<file path="src/rtl/rf_wb_arbiter.sv">
// Register-file write-port arbiter: the pipeline writeback always wins, the long-latency unit takes idle slots.
// Tracks the LU destination scoreboard, raises RAW stalls, and requests a pipeline hold when the LU starves.
module rf_wb_arbiter #(
    parameter int DATA_W   = 32,
    parameter int ADDR_W   = 5,
    parameter int MAX_WAIT = 4,
    parameter int MAX_OUT  = 2,
    localparam int NREG    = 2 ** ADDR_W
) (
    input  logic              clk,
    input  logic              rst,
    input  logic              wb_en,
    input  logic [ADDR_W-1:0] wb_addr,
    input  logic [DATA_W-1:0] wb_data,
    input  logic              lu_valid,
    input  logic [ADDR_W-1:0] lu_addr,
    input  logic [DATA_W-1:0] lu_data,
    output logic              lu_ready,
    input  logic              iss_valid,
    input  logic [ADDR_W-1:0] iss_addr,
    output logic              iss_ready,
    input  logic              rd_en_1,
    input  logic [ADDR_W-1:0] rd_addr_1,
    input  logic              rd_en_2,
    input  logic [ADDR_W-1:0] rd_addr_2,
    output logic              raw_stall,
    output logic              stall_req,
    output logic [NREG-1:0]   busy_mask,
    output logic              rf_we,
    output logic [ADDR_W-1:0] rf_waddr,
    output logic [DATA_W-1:0] rf_wdata
);

    // state  | meaning
    // IDLE   | LU not blocked
    // WAIT   | LU blocked by WB, counting consecutive blocked cycles
    // FORCE  | LU blocked for MAX_WAIT cycles, stall_req asserted
    typedef enum logic [1:0] {S_IDLE, S_WAIT, S_FORCE} state_t;

    localparam int WCW = $clog2(MAX_WAIT + 1);
    localparam int OCW = 4;

    state_t           state, state_nxt;
    logic [WCW-1:0]   wait_cnt, wait_cnt_nxt;
    logic [OCW-1:0]   out_cnt, out_cnt_nxt;
    logic [NREG-1:0]  busy_nxt, set_vec, clr_vec;
    logic             lu_grant, iss_fire, blocked, hit_1, hit_2;

    always_comb begin
        lu_grant  = !rst && lu_valid && !wb_en;
        rf_we     = !rst && (wb_en || lu_valid);
        rf_waddr  = '0;
        rf_wdata  = '0;
        if (!rst && wb_en) begin
            rf_waddr = wb_addr;
            rf_wdata = wb_data;
        end else if (lu_grant) begin
            rf_waddr = lu_addr;
            rf_wdata = lu_data;
        end
        lu_ready  = lu_grant;
        iss_ready = !rst && (out_cnt < OCW'(MAX_OUT));
        iss_fire  = iss_valid && iss_ready;
    end

    // A read of the register being written by the LU this cycle is bypassed by the regfile.
    always_comb begin
        hit_1 = rd_en_1 && (rd_addr_1 != '0) && busy_mask[rd_addr_1]
                && !(lu_grant && (lu_addr == rd_addr_1));
        hit_2 = rd_en_2 && (rd_addr_2 != '0) && busy_mask[rd_addr_2]
                && !(lu_grant && (lu_addr == rd_addr_2));
        raw_stall = !rst && (hit_1 || hit_2);
    end

    always_comb begin
        set_vec = '0;
        clr_vec = '0;
        if (iss_fire && (iss_addr != '0)) set_vec[iss_addr] = 1'b1;
        if (lu_grant && (lu_addr != '0))  clr_vec[lu_addr]  = 1'b1;
        busy_nxt = (busy_mask & ~clr_vec) | set_vec;

        out_cnt_nxt = out_cnt;
        if (iss_fire && !lu_grant)
            out_cnt_nxt = out_cnt + OCW'(1);
        else if (!iss_fire && lu_grant && (out_cnt != '0))
            out_cnt_nxt = out_cnt - OCW'(1);
    end

    always_comb begin
        blocked      = lu_valid && wb_en;
        state_nxt    = state;
        wait_cnt_nxt = wait_cnt;
        case (state)
            S_IDLE: begin
                if (blocked) begin
                    wait_cnt_nxt = WCW'(1);
                    state_nxt    = (MAX_WAIT <= 1) ? S_FORCE : S_WAIT;
                end
            end
            S_WAIT: begin
                if (!blocked) begin
                    wait_cnt_nxt = '0;
                    state_nxt    = S_IDLE;
                end else begin
                    wait_cnt_nxt = wait_cnt + WCW'(1);
                    if (wait_cnt_nxt >= WCW'(MAX_WAIT)) state_nxt = S_FORCE;
                end
            end
            S_FORCE: begin
                if (!blocked) begin
                    wait_cnt_nxt = '0;
                    state_nxt    = S_IDLE;
                end
            end
            default: begin
                wait_cnt_nxt = '0;
                state_nxt    = S_IDLE;
            end
        endcase
    end

    always_ff @(posedge clk) begin
        if (rst) begin
            state     <= S_IDLE;
            wait_cnt  <= '0;
            out_cnt   <= '0;
            busy_mask <= '0;
        end else begin
            state     <= state_nxt;
            wait_cnt  <= wait_cnt_nxt;
            out_cnt   <= out_cnt_nxt;
            busy_mask <= busy_nxt;
        end
    end

    assign stall_req = !rst && (state == S_FORCE);

endmodule
</file>
<file path="config.mk">
export PLATFORM = sky130hd
export DESIGN_NAME = rf_wb_arbiter
export DESIGN_NICKNAME = d
export VERILOG_FILES = /design/src/rtl/rf_wb_arbiter.sv
export SDC_FILE = /design/constraint.sdc
export NUM_CORES = 1
export LEC_CHECK = 0
export ABC_AREA = 1
export ABC_CLOCK_PERIOD_IN_PS = 2880
export BUFFER_PORTS_ARGS = -buffer_cell sky130_fd_sc_hd__buf_2
export CAP_MARGIN = 10
export CORE_MARGIN = 4
export CORE_UTILIZATION = 38
export CTS_CLUSTER_SIZE = 20
export DETAILED_ROUTE_END_ITERATION = 10
export PLACE_DENSITY = 0.65
export SETUP_SLACK_MARGIN = 0.4
export SYNTH_ARGS = -nofsm -noshare
export SYNTH_HDL_FRONTEND = slang
export SYNTH_SLANG_ARGS = --single-unit
</file>
<file path="constraint.sdc">
create_clock -name clk -period 2.88 [get_ports clk]
set_input_delay 0.432 -clock clk [delete_from_list [all_inputs] [get_ports clk]]
set_output_delay 0.432 -clock clk [all_outputs]
set_load 0.03 [all_outputs]
</file>
==> results by group <==
Run status
  – Result of the run: finished, final reports clean

Synthesis
  – Post-synth top area cell: sky130_fd_sc_hd__dfxtp_1
  – Top cells by count, synth: 146 x sky130_fd_sc_hd__nand2_1, 58 x sky130_fd_sc_hd__nand3_1, 53 x sky130_fd_sc_hd__inv_1
  – Distinct cells, synth: 37
  – Synth Register Bits: 41
  – Number of flops mapped to enable cells by yosys: 0
  – Main synth FF type: sky130_fd_sc_hd__dfxtp_1
  – Top area cells in the synthesized netlist: sky130_fd_sc_hd__dfxtp_1 25%, sky130_fd_sc_hd__nand2_1 16%, sky130_fd_sc_hd__a32o_1 9.6%
  – Post-synth ARST share: 0
  – Mapped Cells: 528
  – Post-Syn Area: 3330 µm²
  – Synthesized netlist net count: 628
  – Sequential cell area fraction in the yosys report: 0.246
  – Mean instance size in the synthesized netlist: 6.32 µm²
  – Synthesis warning total: 0
  – Top cell type's share of synthesized area: 0.246
  – Most frequent cell after synthesis: sky130_fd_sc_hd__nand2_1

Worst hold path
  – Type of the worst min-delay path: flop to flop
  – Hold path startpoint: busy_mask[0]

Finish
  – Share of final-layout standard cells stronger than drive strength 1: 0.301
  – P&R area growth vs syn: 28.6%
  – Number of nets in the finished design: 781

Clocking
  – Clock input transition at the sequential cells of the worst setup and hold paths: 0.08 ns
  – Root buf cell: sky130_fd_sc_hd__clkbuf_8
  – Number of buffers created by CTS: 5
  – Clock H-tree levels: 2
  – Resize count post-CTS: 0
  – Number of setup buffers added after CTS: 0
  – Sink Count: 41
  – Hold Buf Count CTS: 0
  – Clock latency at the later pin of the worst-skew pair: 0.30 ns
  – Maximum number of buffers from clock root to sink: 2
  – CTS tree: built

GRT
  – Global-route wire length before repair: 20500 µm
  – Pin count of the biggest net entering global routing: 44
  – Global-route congestion overflow total: 0
  – Via count of the first global-routing pass: 4161
  – Met3 Use GR: 0.0627
  – Antenna violations before repair: 0
  – Met1 track demand over resource: 0.305
  – Routing layer with the top usage in global route: met2
  – Met2 Use GR: 0.424
  – GRT Resource Usage Total: 0.249

STA
  – Hold violation count in the final report: 0
  – Final-report max-slew violation count: 0
  – Setup violations, final: 0
  – Worst-Margin Slew: 0.575 ns
  – Post-layout minimum cycle time: 2.29 ns
  – Highest clock frequency the design can meet: 0.437 GHz
  – RSZ-0062 raised after global routing: false
  – Final Skew: 0.00794 ns
  – Relative slew margins: 0.614
  – Share of the clock period used by the worst path after layout: 0.794
  – Sum Neg Setup Slack: 0 ns

Floorplanning
  – Overall die width: 102 µm
  – Row cnt: 33
  – Initial Utilization: 0.398
  – Top-level I/O count: 170
  – Floorplan die area: 10300 µm²
  – Floorplan Core Area: 8380 µm²
  – Die Y: 102 µm

Drt
  – Detailed-router iteration count before antenna repair: 5
  – Total via count in the routed design: 4334
  – Number of vias per cell: 5.50
  – DRC violation total after the first TritonRoute iteration: 320
  – Routed Antenna Nets: 0
  – Remaining routing DRC violations: 0
  – Final routed wirelength across all metal layers: 13000 µm
  – Routed wirelength normalized by instance count: 16.6 µm

Critical path
  – Kind of start point of the critical path: primary input
  – Reg-to-reg setup timing slack: 0.80 ns
  – Reg2reg start: out_cnt[2]
  – Worst-path maximum fanout: 43
  – Type of the setup path with the least slack: primary input to primary output
  – Sort of element at the end of the critical path: primary output
  – Launching element of the worst setup path: rst
  – Data required time at the worst endpoint: 2.45 ns
  – Data arrival time of the worst path: 1.85 ns

Placement
  – Final GP Congestion: 0.962
  – Port-buffer cells: 169
  – DP Wirelength: 10300 µm

Pwr
  – Int Pwr: 1.05 mW
  – Total power: 1.69 mW
  – Leakage component of the power: 2.05 nW
  – Clock share of power: 0.283
  – Power spent charging and discharging nets: 0.637 mW
  – Pwr per Cell Area: 394 nW/µm²
  – Proportion of total power due to net switching: 0.377
  – Part of the total power dissipated in sequential elements: 0.363
  – Logic pwr share: 0.355
  – VDD IR max: 251 µV

Job
  – Max-Cap Viols: 0
## kinds of logic (layout without fill, tap and decap cells)
family / Yosys count / count (layout) / synth area share
buffers and inverters: 90 / 244 / 0.125
other: 0 / 1 / 0
adder cells (fa/ha/maj): 4 / 4 / 0.0173
AO/OA/AOI/OAI: 124 / 124 / 0.240
AND/OR/NAND/NOR: 264 / 264 / 0.358
XOR/XNOR: 5 / 5 / 0.0131
flip-flops: 41 / 41 / 0.246
## per-layer routing
metal,up-vias,part of all wire
met4,0,0.022
met1,1977,0.39
met5,-,0
li1,2111,-
met3,29,0.098
met2,217,0.49
## power groups by stage
stage / logic [mW] / registers, mW / clock network (mW)
after floorplan: 0.406 / 0.628 / 0
after global placement: 0.591 / 0.625 / 0
after detailed placement: 0.595 / 0.626 / 0
after CTS: 0.599 / 0.613 / 0.487
after global routing: 0.666 / 0.616 / 0.521
final: 0.600 / 0.613 / 0.478
## cell type report
class	count	area [µm²]
inverters	64	253
clock buffers	5	68.8
clock inverters	3	46.3
fillers	879	4090
repair buffers	172	868
flip-flops and latches	41	821
multi-input cells	397	2100
well taps	105	131
diodes	1	2.50
## cell usage in the layout (no fill, tap or decap), drive strengths merged
cell / synthesis / final
nand3: 59 / 59
xor2: 4 / 4
buf: 16 / 172
a211oi: 2 / 2
clkinvlp: 0 / 1
clkinv: 1 / 2
nand2: 148 / 148
bufinv: 0 / 1
xnor2: 1 / 1
o21ai: 43 / 43
nand4: 4 / 4
nor3: 17 / 17
o211ai: 1 / 1
dfxtp: 41 / 41
a21oi: 43 / 43
fa: 1 / 1
ha: 3 / 3
a32o: 32 / 32
o31ai: 3 / 3
nand3b: 2 / 2
clkbuf: 10 / 5
diode: 0 / 1
inv: 63 / 63
nor4: 2 / 2
nor2: 32 / 32
## worst paths after layout
path / endpoint / cells past startpoint
worst max-delay path: rf_wdata[22] / 7
worst min-delay path: busy_mask[0] / 2
worst max register to register: out_cnt[3] / 12
worst min register to register: busy_mask[0] / 2
## sequential cells by signal (all words and copies together), names as in the netlist
signal,count
busy_mask,32
out_cnt,4
state,2
wait_cnt,3
## critical path: stages
cell                       delay [ns]
sky130_fd_sc_hd__buf_2           0.14
sky130_fd_sc_hd__inv_8           0.20
sky130_fd_sc_hd__nand3b_4        0.19
sky130_fd_sc_hd__inv_2           0.10
sky130_fd_sc_hd__buf_4           0.38
sky130_fd_sc_hd__a32o_1          0.20
sky130_fd_sc_hd__buf_2           0.20
## through the flow
step                utilization  hold WS (ns)  cell area [µm²]  instances  setup slack (ns)
global placement          0.498         0.454             4170        779             0.546
finish                    0.512         0.469             4290        788             0.593
floorplan                     -         0.448             3330        528             0.797
global route              0.511         0.495             4290        787             0.417
CTS                       0.511         0.468             4290        787             0.582
detailed placement        0.498         0.467             4170        779             0.508
Note: power is estimated with default switching activity, not from simulation.
